**config.mk**
```make
export PLATFORM = sky130hd
export DESIGN_NAME = hilo_muldiv
export DESIGN_NICKNAME = d
export VERILOG_FILES = /design/src/rtl/hilo_muldiv.sv
export SDC_FILE = /design/constraint.sdc
export NUM_CORES = 1
export LEC_CHECK = 0
export ABC_CLOCK_PERIOD_IN_PS = 3800
export CAP_MARGIN = 20
export CORE_MARGIN = 10
export CORE_UTILIZATION = 50
export DETAILED_ROUTE_END_ITERATION = 16
export GPL_TIMING_DRIVEN = 0
export PLACE_DENSITY = 0.71
export SYNTH_ARGS = -nofsm -noshare
export SYNTH_HDL_FRONTEND = slang
export SYNTH_SLANG_ARGS = --single-unit
```
**constraint.sdc**
```tcl
create_clock -name clk_i -period 3.8 [get_ports clk_i]
set_input_delay 0.76 -clock clk_i [delete_from_list [all_inputs] [get_ports clk_i]]
set_output_delay 0.76 -clock clk_i [all_outputs]
set_load 0.01 [all_outputs]
```
**src/rtl/hilo_muldiv.sv**
```systemverilog
// MIPS HI/LO multiply/divide unit: iterative radix-2 shift-add multiply and
// restoring divide over WIDTH cycles, plus MTHI/MTLO register writes.
module hilo_muldiv #(
  parameter int WIDTH = 32
) (
  input  logic             clk_i,
  input  logic             reset_i,
  input  logic             start_i,
  input  logic [5:0]       funct_i,
  input  logic [WIDTH-1:0] op_a_i,
  input  logic [WIDTH-1:0] op_b_i,
  output logic             busy_o,
  output logic             done_o,
  output logic [WIDTH-1:0] hi_o,
  output logic [WIDTH-1:0] lo_o
);

  localparam int DW = 2 * WIDTH;
  localparam int CW = $clog2(WIDTH);
  localparam logic [CW-1:0] CNT_LAST = CW'(WIDTH - 1);

  localparam logic [5:0] FUN_MTHI  = 6'b010001;
  localparam logic [5:0] FUN_MTLO  = 6'b010011;
  localparam logic [5:0] FUN_MULT  = 6'b011000;
  localparam logic [5:0] FUN_MULTU = 6'b011001;
  localparam logic [5:0] FUN_DIV   = 6'b011010;
  localparam logic [5:0] FUN_DIVU  = 6'b011011;

  typedef enum logic [1:0] {
    ST_IDLE = 2'd0,
    ST_CALC = 2'd1,
    ST_FIX  = 2'd2
  } state_t;

  function automatic logic [WIDTH-1:0] neg_w(input logic [WIDTH-1:0] v);
    return ~v + WIDTH'(1);
  endfunction

  function automatic logic [DW-1:0] neg_dw(input logic [DW-1:0] v);
    return ~v + DW'(1);
  endfunction

  state_t           state_q;
  logic [CW-1:0]    cnt_q;
  logic [WIDTH-1:0] hi_q, lo_q, b_q;
  logic [DW-1:0]    acc_q;
  logic             busy_q, done_q, is_div_q, neg_q, rem_neg_q;

  logic             signed_op_d, a_neg_d, b_neg_d;
  logic [WIDTH-1:0] mag_a_d, mag_b_d;
  logic [WIDTH:0]   mul_sum_d, div_shift_d;
  logic [WIDTH+1:0] div_diff_d;
  logic             div_ok_d;
  logic [DW-1:0]    acc_d, prod_d;
  logic [WIDTH-1:0] fix_hi_d, fix_lo_d;

  // Operand magnitudes and sign flags captured on acceptance
  always_comb begin
    signed_op_d = ~funct_i[0];
    a_neg_d     = signed_op_d & op_a_i[WIDTH-1];
    b_neg_d     = signed_op_d & op_b_i[WIDTH-1];
    mag_a_d     = a_neg_d ? neg_w(op_a_i) : op_a_i;
    mag_b_d     = b_neg_d ? neg_w(op_b_i) : op_b_i;
  end

  // One iteration step; the accumulator holds {upper, lower} for both ops
  always_comb begin
    mul_sum_d   = {1'b0, acc_q[DW-1:WIDTH]} + (acc_q[0] ? {1'b0, b_q} : {(WIDTH+1){1'b0}});
    div_shift_d = {acc_q[DW-1:WIDTH], acc_q[WIDTH-1]};
    div_diff_d  = {1'b0, div_shift_d} - {2'b00, b_q};
    div_ok_d    = ~div_diff_d[WIDTH+1];
    if (is_div_q) begin
      acc_d = {(div_ok_d ? div_diff_d[WIDTH-1:0] : div_shift_d[WIDTH-1:0]),
               acc_q[WIDTH-2:0], div_ok_d};
    end else begin
      acc_d = {mul_sum_d, acc_q[WIDTH-1:1]};
    end
  end

  // Sign correction; a zero divisor keeps the all-ones quotient, and the
  // remainder correction then restores the original dividend into HI
  always_comb begin
    prod_d = neg_q ? neg_dw(acc_q) : acc_q;
    if (is_div_q) begin
      fix_lo_d = (neg_q && (b_q != {WIDTH{1'b0}})) ? neg_w(acc_q[WIDTH-1:0]) : acc_q[WIDTH-1:0];
      fix_hi_d = rem_neg_q ? neg_w(acc_q[DW-1:WIDTH]) : acc_q[DW-1:WIDTH];
    end else begin
      fix_lo_d = prod_d[WIDTH-1:0];
      fix_hi_d = prod_d[DW-1:WIDTH];
    end
  end

  // Control FSM with registered busy/done and HI/LO ownership
  always_ff @(posedge clk_i) begin
    if (reset_i) begin
      state_q   <= ST_IDLE;
      cnt_q     <= {CW{1'b0}};
      hi_q      <= {WIDTH{1'b0}};
      lo_q      <= {WIDTH{1'b0}};
      b_q       <= {WIDTH{1'b0}};
      acc_q     <= {DW{1'b0}};
      busy_q    <= 1'b0;
      done_q    <= 1'b0;
      is_div_q  <= 1'b0;
      neg_q     <= 1'b0;
      rem_neg_q <= 1'b0;
    end else begin
      done_q <= 1'b0;
      case (state_q)
        ST_IDLE: begin
          if (start_i) begin
            case (funct_i)
              FUN_MULT, FUN_MULTU, FUN_DIV, FUN_DIVU: begin
                acc_q     <= {{WIDTH{1'b0}}, mag_a_d};
                b_q       <= mag_b_d;
                is_div_q  <= funct_i[1];
                neg_q     <= a_neg_d ^ b_neg_d;
                rem_neg_q <= a_neg_d;
                cnt_q     <= {CW{1'b0}};
                busy_q    <= 1'b1;
                state_q   <= ST_CALC;
              end
              FUN_MTHI: hi_q <= op_a_i;
              FUN_MTLO: lo_q <= op_a_i;
              default: ;
            endcase
          end
        end
        ST_CALC: begin
          acc_q <= acc_d;
          cnt_q <= cnt_q + CW'(1);
          if (cnt_q == CNT_LAST) begin
            state_q <= ST_FIX;
          end
        end
        ST_FIX: begin
          hi_q    <= fix_hi_d;
          lo_q    <= fix_lo_d;
          busy_q  <= 1'b0;
          done_q  <= 1'b1;
          state_q <= ST_IDLE;
        end
        default: begin
          busy_q  <= 1'b0;
          state_q <= ST_IDLE;
        end
      endcase
    end
  end

  assign busy_o = busy_q;
  assign done_o = done_q;
  assign hi_o   = hi_q;
  assign lo_o   = lo_q;

endmodule

```
### Yosys cells after proc, flatten, opt, wreduce, memory -nomap -nowiden

Cells that the tools add are included.
Widths: inputs -> output; s select.

* word-level logic and storage cells: 86
* bits in registers: 172
* output and inout port bits: 66
* input bits: 73

* bitwise gates (word level): 11
* $add $sub $neg: 8
* equal/unequal tests: 14
* multiplexer cells: 30
* reductions and logical operators: 12

Operator list (number)
* $mux 32: 12
* $mux 64: 4
* $add 32x1->32 const B: 4
* $not 32->32: 4
* $pmux 32 s2: 2
* $pmux 64 s2: 1
* $add 64x1->64 const B: 1
* $not 64->64: 1
* $eq 6x5->1 const B: 6
* $sub 33x32->34: 1
* $add 32x32->33: 1
* $reduce_bool 32->1: 1
* $reduce_and 3->1: 6
* $mux 5: 2
* $pmux 5 s2: 1
* $mux 2: 3
* $ne 2x1->1 const B: 3
* $add 5x1->5 const B: 1
* $eq 5x5->1 const B: 1
* $ne 2x2->1 const B: 2
* $pmux 2 s2: 1
* $reduce_bool 2->1: 2
* $reduce_or 4->1: 1
* $mux 1: 3
* other kinds (8): 11

### Longest topological paths before layout

* depth after elaboration: 6
* mapped depth: 15
* gate-level depth less buffers: 13

### Least setup slack after synthesis

OpenSTA, ideal clock, no wires.

* kind: register -> register
* from: reg acc_q[0]
* to: reg acc_q[61]
* path slack: 0.365 ns
* arrival time: 3.313 ns
* stages on the path, launching flop included: 15
* path buffers: 2
* cell sequence: dfxtp_1 > clkbuf_1 > inv_1 > clkbuf_1 > nor2_1 > ha_1 > o211a_1 > o31ai_1 > a32oi_1 > a221oi_2 > o31ai_1 > a2111oi_0 > or4_1 > nand3_1 > a311o_1

* longest elaborated chain between the ends: 4

RTL lines
* start: declaration: line 46 `logic [DW-1:0] acc_q;`
* start signal: assignment: line 101 `acc_q <= {DW{1'b0}};`
* start signal: assignment: line 114 `acc_q <= {{WIDTH{1'b0}}, mag_a_d};`
* $mux 32: line 68 `mul_sum_d = {1'b0, acc_q[DW-1:WIDTH]} + (acc_q[0] ? {1'b0, b_q} : {(WIDTH+1){1'b0}});`
* $add 32x32->33: line 68
* $mux 64: line 72 `if (is_div_q) begin`
* $pmux 64 s2: line 109 `case (state_q)`

Every way passes these cells.
A chain may end at the register's enable or synchronous reset.

### Worst setup path after layout

Same ends and word-level chain as after synthesis.

==> results_dict.tcl <==
set metrics [dict create \
    status "complete, no violations" \
    initial_core_util_pct 50.5 \
    hpwl_mm 45.0 \
    vias 15200 \
    max-slew-margin-rel_pct 32.7 \
    final_hold_viol_count 0 \
    cts_buffers 17 \
    worstSetupStartpoint "acc_q[0]" \
    die_w_um 187 \
    place_inst 2388 \
    n_antenna_cell 0 \
    synth_enable_flop_cells 0 \
    timing.final.crit_share_pct 98.2 \
    cts.reportedPaths.clkPinSlew_ns 0.07 \
    avgSynthCellArea_um2 7.45 \
    ys_warn_count 0 \
    worstHoldPathCells 1 \
    ant_nets 0 \
    synth_seq_cells 172 \
    die_h_um 187 \
    boundaryPins 139 \
    setup_viol 0 \
    antenna_found_initial 0 \
    grt_pass1_wl_mm 85.9 \
    r2r_slack_ns 0.07 \
    critical_path.max_fanout 8 \
    totalWireLength_mm 56.9 \
    cts_tree "yes" \
    grt_setup_unrepaired "yes" \
    crit_type "reg -> reg" \
    path_depth 13 \
    r2r_cells 13 \
    slew_violations 0 \
    skew_ns 0.0160 \
    worst_hold_path_type "reg -> reg" \
    area_delta_synth_final_pct 18.7 \
    cpLargestDelayFamily "compound AO/OA/AOI/OAI gates" \
    clkLatencyLatePin_ns 0.45 \
    slowest_delay_ns 0.52 \
    crit_path_end "acc_q[61]" \
    h-tree-depth 4 \
    layout_setup_ws_ns 0.0685 \
    fmax_ghz 0.268 \
    ys_seq_area_share_pct 24.7 \
    worstReg2RegStart "acc_q[0]" \
    synth_ff_type "dfxtp_1" \
    power_leakage_nw 6.13 \
    drive_gt1_share_pct 4.75 \
    post-place-ws_ns -0.872 \
    clkSinkCount 172 \
    core_um2 27600 \
    vias_per_cell 6.27 \
    gp_congestion 1.02 \
    ir_drop_uv 282 \
    p_per_area_nw_per_um2 285 \
    tns_ns 0 \
    r2r_end "acc_q[61]" \
    cp_data_arrival_time_ns 4.12 \
    dr.pass1.iters 6 \
    finalCriticalPeriod_ns 3.73 \
    worstSetupStartpointType "flip-flop" \
    syn-instance-count 1873 \
    crit_buf_inv 1 \
    grt_pass1_vias 14400 \
    tightest_slew_ns 1.01 \
    path_cells "and2_1 -> ha_1 -> inv_1 -> fa_1 -> nor2b_1 -> o31ai_1 -> a32oi_1 -> a221oi_4 -> o31ai_2 -> a2111oi_2 -> or4_1 -> nand3_1 -> a311o_1" \
    synth-async-reset-ratio_pct 0 \
    grt_overflow 0 \
    critPathCaptureType "flip-flop" \
    synth_nets 2018 \
    final_cell_mix "259 x nor2_1, 171 x a21oi_1, 171 x dfxtp_1, 140 x nand2_1, 137 x clkdlybuf4s50_1" \
    wl_per_cell_um 23.5 \
    total_power_mw 4.71 \
    holdBufCountCts 0 \
    clock-root-buffer "clkbuf_16" \
    track_usage_pct 31.1 \
    grt_max_degree 17 \
    drc 0 \
    worstPathRequired_ns 4.19 \
    synth_area_um2 13900 \
    clock_path_buffers 2 \
    cp_slowest_cell "dfxtp_2" \
    row_count 61 \
    layout_commonest_cell "nor2_1" \
    maxCapViolations 0 \
    finalNonFillerCells 2421 \
    nNetsFinal 2175 \
    synth.distinct_cells 83 \
    port_buffers 137 \
    drt_iter0_drc 1839 \
    die_area_um2 35000 \
]
==> area by class of cell <==
type                       instances  area (µm²)
clock buffer                      20         457
clock inverter                    12         150
sequential                       172        3440
buffer                           122         515
inverter                          62         235
tap                              378         473
timing repair buffer             139        1380
multi-input combinational       1516        9900
fill                            2696       11100
==> cells by family after synthesis <==
family	Yosys count	synth area share [%]
adder cells (fa/ha/maj)	72	6.57
XOR/XNOR	158	9.92
AND/OR/NAND/NOR	631	21.4
multiplexers	50	3.60
flip-flops	172	24.7
AO/OA/AOI/OAI	605	28.6
buffers and inverters	185	5.28
==> flip-flops by register name (all words and copies together), names as in the netlist <==
name and flops:
lo_o 32, done_o 1, neg_q 1, b_q 32
hi_o 32, busy_o 1, state_q 2, acc_q 64
cnt_q 5, is_div_q 1, rem_neg_q 1
==> worst min-delay path by stage <==
stage | from | endpoint
2_1_floorplan | cnt_q[3] | cnt_q[3]
5_1_grt | cnt_q[3] | cnt_q[3]
4_1_cts | lo_o[13] | lo_o[13]
3_3_place_gp | lo_o[13] | lo_o[13]
3_5_place_dp | cnt_q[3] | cnt_q[3]
6_report | cnt_q[3] | cnt_q[3]
==> worst register-to-register path, cell delays in order (launching register included) <==
cell	delay, ns
dfxtp_2	0.52
and2_1	0.18
ha_1	0.19
inv_1	0.07
fa_1	0.40
nor2b_1	0.21
o31ai_1	0.12
a32oi_1	0.43
a221oi_4	0.18
o31ai_2	0.50
a2111oi_2	0.17
or4_1	0.50
nand3_1	0.08
a311o_1	0.12
==> synth_stat cells (13+ instances only) <==
library cell / number / area (µm²)
ha_1: 70 / 876
a311oi_1: 13 / 114
nor3_1: 46 / 230
inv_1: 62 / 233
nand2b_1: 15 / 93.8
o21ai_0: 110 / 551
or3_1: 18 / 113
nand2_1: 140 / 526
clkbuf_1: 109 / 409
a211oi_1: 107 / 803
nand3_1: 29 / 145
a21oi_1: 172 / 861
dfxtp_1: 172 / 3440
nor2b_1: 17 / 106
a21o_1: 33 / 248
a2111oi_0: 17 / 149
nor2_1: 260 / 976
nor4_1: 25 / 156
mux2i_1: 49 / 490
or4_1: 16 / 120
xnor2_1: 80 / 701
o31ai_1: 22 / 165
o41ai_1: 13 / 114
xor2_1: 78 / 683
a22oi_1: 18 / 135
==> routing by layer <==
metal	up-vias	part of all wire, %	wire, µm	track usage (%)
li1	7171	-	-	-
met1	7101	41	23400	38.7
met2	752	45	25400	49.2
met3	148	7.8	4430	5.78
met4	0	6.4	3640	19.0
met5	-	0	0	0
==> stage by stage <==
step	area, µm²	hold slack (ns)	utilization (%)
2_1_floorplan	13900	0.439	-
3_3_place_gp	15800	0.451	57.1
3_5_place_dp	15800	0.458	57.1
4_1_cts	16400	0.468	59.5
5_1_grt	16600	0.500	59.9
6_report	16600	0.474	59.9
==> where the power goes <==
group          switching (mW)  total (mW)  internal (mW)
logic                   0.606       0.988          0.382
registers              0.0309        1.86           1.83
clock network           0.842        1.87           1.02
total                    1.48        4.71           3.23
==> repair_timing <==
item,in CTS,in global routing
setup buffers,1,0
pin swaps,1,1
endpoints found under the setup margin,50,45
resized for setup,13,27
(Power assumes the default switching activity.)
